--- config.mk ---
export PLATFORM = sky130hd
export DESIGN_NAME = context_pixel_dec
export DESIGN_NICKNAME = d
export VERILOG_FILES = /design/src/rtl/context_pixel_dec.sv
export SDC_FILE = /design/constraint.sdc
export NUM_CORES = 2
export LEC_CHECK = 0
export CAP_MARGIN = 0
export CELL_PAD_IN_SITES_DETAIL_PLACEMENT = 0
export CELL_PAD_IN_SITES_GLOBAL_PLACEMENT = 1
export CORE_UTILIZATION = 60
export CTS_BUF_LIST = sky130_fd_sc_hd__clkbuf_8
export DETAILED_ROUTE_END_ITERATION = 12
export PLACE_DENSITY = 0.92
export RECOVER_POWER = 50
export SLEW_MARGIN = 10
export SYNTH_ARGS = -nofsm -noshare
export SYNTH_HDL_FRONTEND = slang
export SYNTH_SLANG_ARGS = --single-unit
--- constraint.sdc ---
create_clock -name clk -period 10.3 [get_ports clk]
set_clock_uncertainty 0.05 [all_clocks]
set_input_delay 1.03 -clock clk [delete_from_list [all_inputs] [get_ports clk]]
set_output_delay 1.03 -clock clk [all_outputs]
set_load 0.1 [all_outputs]
--- src/rtl/context_pixel_dec.sv ---
// LOCO-I decoder causal-context generator: presents a/b/c/d for the next pixel and keeps
// accepted pixels in a one-line RAM. Optional macro CTX_RAM_OREG_EN registers the RAM read data.
module context_pixel_dec #(
  parameter int WIDTH  = 512,
  parameter int HEIGHT = 512,
  parameter int AW     = 9,
  parameter int RW     = 9
) (
  input  logic          clk,
  input  logic          reset,
  input  logic          start,
  input  logic          px_valid,
  input  logic [7:0]    px_in,
  output logic [7:0]    a,
  output logic [7:0]    b,
  output logic [7:0]    c,
  output logic [7:0]    d,
  output logic          ctx_valid,
  output logic [AW-1:0] col,
  output logic [RW-1:0] row,
  output logic          END_LINE,
  output logic          frame_done
);
  localparam logic [AW-1:0] LAST_COL = AW'(WIDTH - 1);
  localparam logic [RW-1:0] LAST_ROW = RW'(HEIGHT - 1);

  typedef enum logic [2:0] {IDLE, FETCH, FETCH2, READY, UPDATE} state_t;
  state_t state;

  logic [7:0]    ram [2**AW];
  logic [7:0]    ram_q;
  logic [7:0]    rb, rc;
  logic [7:0]    nxt_a, nxt_b, nxt_c, nxt_d;
  logic [AW-1:0] rd_addr;
  logic          accept;

  always_comb begin
    rd_addr = col + AW'(1);
    accept  = (state == READY) && px_valid;
  end

  always_ff @(posedge clk) begin
    if (accept) ram[col] <= px_in;
  end

`ifdef CTX_RAM_OREG_EN
  always_ff @(posedge clk) begin
    if (state == FETCH) ram_q <= ram[rd_addr];
  end
`else
  always_comb ram_q = ram[rd_addr];
`endif

  // Edge rules: row 0 has no upper neighbours; col 0 restarts from Rb/Rc;
  // the last column reuses the new b as d since there is no NE pixel.
  always_comb begin
    nxt_a = a;
    nxt_b = d;
    nxt_c = b;
    nxt_d = ram_q;
    if (row == '0) begin
      nxt_b = '0;
      nxt_c = '0;
      nxt_d = '0;
      if (col == '0) nxt_a = '0;
    end else if (col == '0) begin
      nxt_a = rb;
      nxt_b = rb;
      nxt_c = rc;
    end else if (col == LAST_COL) begin
      nxt_d = d;
    end
  end

  always_ff @(posedge clk or posedge reset) begin
    if (reset) begin
      state      <= IDLE;
      a          <= '0;
      b          <= '0;
      c          <= '0;
      d          <= '0;
      rb         <= '0;
      rc         <= '0;
      ctx_valid  <= 1'b0;
      col        <= '0;
      row        <= '0;
      END_LINE   <= 1'b0;
      frame_done <= 1'b0;
    end else begin
      frame_done <= 1'b0;
      unique case (state)
        IDLE: if (start) state <= FETCH;
`ifdef CTX_RAM_OREG_EN
        FETCH: state <= FETCH2;
        FETCH2: begin
`else
        FETCH: begin
`endif
          state     <= READY;
          a         <= nxt_a;
          b         <= nxt_b;
          c         <= nxt_c;
          d         <= nxt_d;
          ctx_valid <= 1'b1;
          END_LINE  <= (col == LAST_COL);
        end
        // The pixel is captured on the accept edge; UPDATE only advances the counters.
        READY: if (px_valid) begin
          state     <= UPDATE;
          ctx_valid <= 1'b0;
          END_LINE  <= 1'b0;
          a         <= px_in;
          if (col == '0) begin
            rb <= px_in;
            rc <= (row == '0) ? '0 : rb;
          end
          if (col == LAST_COL && row == LAST_ROW) frame_done <= 1'b1;
        end
        UPDATE: begin
          if (col == LAST_COL) begin
            col <= '0;
            if (row == LAST_ROW) begin
              row   <= '0;
              state <= IDLE;
            end else begin
              row   <= row + RW'(1);
              state <= FETCH;
            end
          end else begin
            col   <= col + AW'(1);
            state <= FETCH;
          end
        end
        default: state <= IDLE;
      endcase
    end
  end
endmodule

==> results.sh <==
export IMPL_ys_seq_area_share_pct=77.5
export IMPL_rsz0062_at_grt="false"
export IMPL_drt_iter0_drc=12000
export IMPL_synth_top_family_by_area="multiplexers"
export IMPL_ys_ff_latch=4168
export IMPL_grt_max_degree=251
export IMPL_grt_usage_pct=29.5
export IMPL_worst_path_stages=2
export IMPL_drt_first_pass_iters=8
export IMPL_crit_fanout=178
export IMPL_synth_fa_ha_area_share_pct=0.0621
export IMPL_viasPerCell=6.97
export IMPL_finalWorstSetupSlack_ns=2.13
export IMPL_slew_viol_final=2205
export IMPL_cts_made_buffers=622
export IMPL_clk_path_buf_depth=4
export IMPL_yosys_area_top_type="edfxtp_1"
export IMPL_synth_xor_area_share_pct=0.0862
export IMPL_grt_pass1_vias=80500
export IMPL_fmax_mhz=122
export IMPL_synth_area_um2=161000
export IMPL_drive_gt1_share_pct=27.6
export IMPL_synth_top_area_share_pct=76.4
export IMPL_path_class="input port to flip-flop"
export IMPL_worst_path_buf_inv=2
export IMPL_slew_headroom_pct=-398
export IMPL_clock_latency_ns=1.07
export IMPL_dp_hpwl_um=226000
export IMPL_clk_pin_slew_ns=0.06
export IMPL_cp_arrival_ns=8.35
export IMPL_rows=189
export IMPL_clock_sinks=4168
export IMPL_p_total_mw=45.1
export IMPL_p_leak_nw=54.7
export IMPL_postCtsSetupBuffers=0
export IMPL_synth_compound_area_share_pct=1.05
export IMPL_min_path_cells=2
export IMPL_ys_top_cells_by_area="edfxtp_1 76%, mux4_2 18%, nor2_1 1.3%, dfrtp_1 1.1%, clkbuf_1 0.55%"
export IMPL_synth_common_cells="4096 x edfxtp_1, 1259 x mux4_2, 551 x nor2_1, 237 x clkbuf_1, 212 x nand2_1"
export IMPL_io_pins=65
export IMPL_finalWirelength_um=399000
export IMPL_hold_violations=0
export IMPL_htreeDepth=6
export IMPL_ys_types=50
export IMPL_ctsRootBufferMaster="clkbuf_8"
export IMPL_holdWs_ns=0.427
export IMPL_avgSynthCellArea_um2=22.9
export IMPL_cp_required_ns=10.48
export IMPL_cts_hold_buf=0
export IMPL_cts_tree="yes"
export IMPL_syn2layout_area_growth_pct=9.93
export IMPL_stdcell_count=11500
export IMPL_finalCritPeriodShare_pct=79.3
export IMPL_place_congestion=0.854
export IMPL_portBuffers=64
export IMPL_die_h_um=520
export IMPL_gr_total_overflow=0
export IMPL_worst_ir_drop_vdd_uv=523
export IMPL_ys_flop_type="edfxtp_1"
export IMPL_synthesis_nets=7052
export IMPL_hold_path_class="flip-flop to flip-flop"
export IMPL_place_ws_ns=4.17
export IMPL_status="finished with violations"
export IMPL_synthCells=7032
export IMPL_drc=0
export IMPL_place_inst=10300
export IMPL_cap_violations=25
export IMPL_worst_r2r_path_depth=9
export IMPL_crit_path_end_kind="flip-flop"
export IMPL_critical_path_startpoint_type="input port"
export IMPL_fp_dieW_um=520
export IMPL_post_drt_wl_per_cell_um=34.8
export IMPL_yosysMostFrequentCell="edfxtp_1"
export IMPL_synthSimpleGateAreaFrac_pct=2.15
export IMPL_async_flop_share_pct=1.73
export IMPL_num_vias=79800
export IMPL_die_area_um2=271000
export IMPL_finalCriticalPeriod_ns=8.17
export IMPL_critical_path_top_delay_family="buffers and inverters"
export IMPL_nNetsFinal=7434
export IMPL_power_density_nw_per_um2=255
export IMPL_violations="max-capacitance violations, max-slew violations"
export IMPL_critical_path_slowest_cell="clkbuf_1"
export IMPL_post_cts_resized=0
export IMPL_synth_edf_count=4096
export IMPL_antenna_found_initial=18
export IMPL_finalSetupTns_ns=0
export IMPL_path_cells="clkbuf_1 -> clkbuf_2"
export IMPL_yosys_warnings=0
export IMPL_finalSetupViolations=0
export IMPL_start_util_pct=60.5
export IMPL_ant_nets=0
export IMPL_worst_pin_slew_ns=7.46
export IMPL_muxShareOfSynthArea_pct=17.9
export IMPL_slowest_delay_ns=3.63
export IMPL_grt_first_pass_wirelength_um=567000
export IMPL_core_area_um2=266000
==> worst paths after layout <==
kind                       startpoint          end  slack [ns]
setup / recovery             px_in[0]  ram[471][0]        2.13
hold / removal                  rc[4]        rc[4]        0.43
setup reg to reg               col[6]         d[1]        3.98
hold reg to reg                 rc[4]        rc[4]        0.43
max in group asynchronous       reset       col[0]        4.89
min in group asynchronous       reset         a[2]        2.13
==> power by group <==
part           internal, mW  total, mW  leakage [nW]  switching [mW]
clock                  6.47       12.8          6.62            6.35
sequential             18.7       18.8          37.8          0.0781
combinational          6.23       13.5          10.3            7.28
total                  31.4       45.1          54.7            13.7
==> flip-flops by register name (all words and copies together) (netlist names), 3 cells and up <==
register and flops:
state 3, a 8, rb 8, ram 4096, col 9, c 8
row 9, d 8, b 8, rc 8
==> cell type report <==
type / count / area (um2)
Tap cell: 3533 / 4420
Timing Repair Buffer: 181 / 1680
Clock buffer: 647 / 8900
Sequential cell: 4168 / 125000
Multi-Input combinational cell: 2430 / 34400
Inverter: 11 / 42.5
Antenna cell: 9 / 22.5
Fill cell: 15000 / 89000
Clock inverter: 480 / 2750
==> per-stage QoR <==
stage,utilization [%],area [um2]
5_1_grt,66.5,177000
3_5_place_dp,62.2,166000
6_report,66.6,177000
4_1_cts,66.6,177000
2_1_floorplan,-,161000
3_3_place_gp,62.2,166000
==> metal layers <==
metal | global-route usage, % | part of all wire (%) | up-vias
met5 | 0 | 0.021 | -
met4 | 15.1 | 5.5 | 12
met3 | 7.29 | 13 | 1140
met2 | 46.5 | 49 | 6870
met1 | 38.7 | 33 | 41200
li1 | - | - | 30600
==> cell families after synthesis <==
group           after synthesis
compound gates              239
fa+ha+maj                     8
buf+inv                     434
flops                      4168
mux                        1302
xor+xnor                     15
simple gates                866
==> cell usage in the layout (no fill, tap or decap), types with 13 or more instances in the layout <==
cell type | Yosys | routed
a22oi_1 | 32 | 32
buf_12 | 0 | 23
clkinvlp_4 | 0 | 17
clkbuf_1 | 237 | 22
bufinv_16 | 0 | 24
o21ai_0 | 43 | 43
a22o_1 | 36 | 36
inv_1 | 10 | 192
a211oi_1 | 23 | 23
nand2_1 | 212 | 195
a221oi_1 | 29 | 29
clkinv_2 | 0 | 69
edfxtp_1 | 4096 | 4096
a21oi_1 | 15 | 13
mux4_2 | 1259 | 1259
dfrtp_1 | 72 | 71
nand3_1 | 50 | 50
clkinv_1 | 1 | 164
nand2_4 | 0 | 16
nand4_1 | 24 | 24
mux2i_1 | 42 | 42
nor2_1 | 551 | 548
o22ai_1 | 19 | 19
buf_4 | 31 | 82
clkbuf_8 | 0 | 647
clkdlybuf4s50_1 | 0 | 50
inv_6 | 0 | 13
Power figures use the tool's default switching activity.
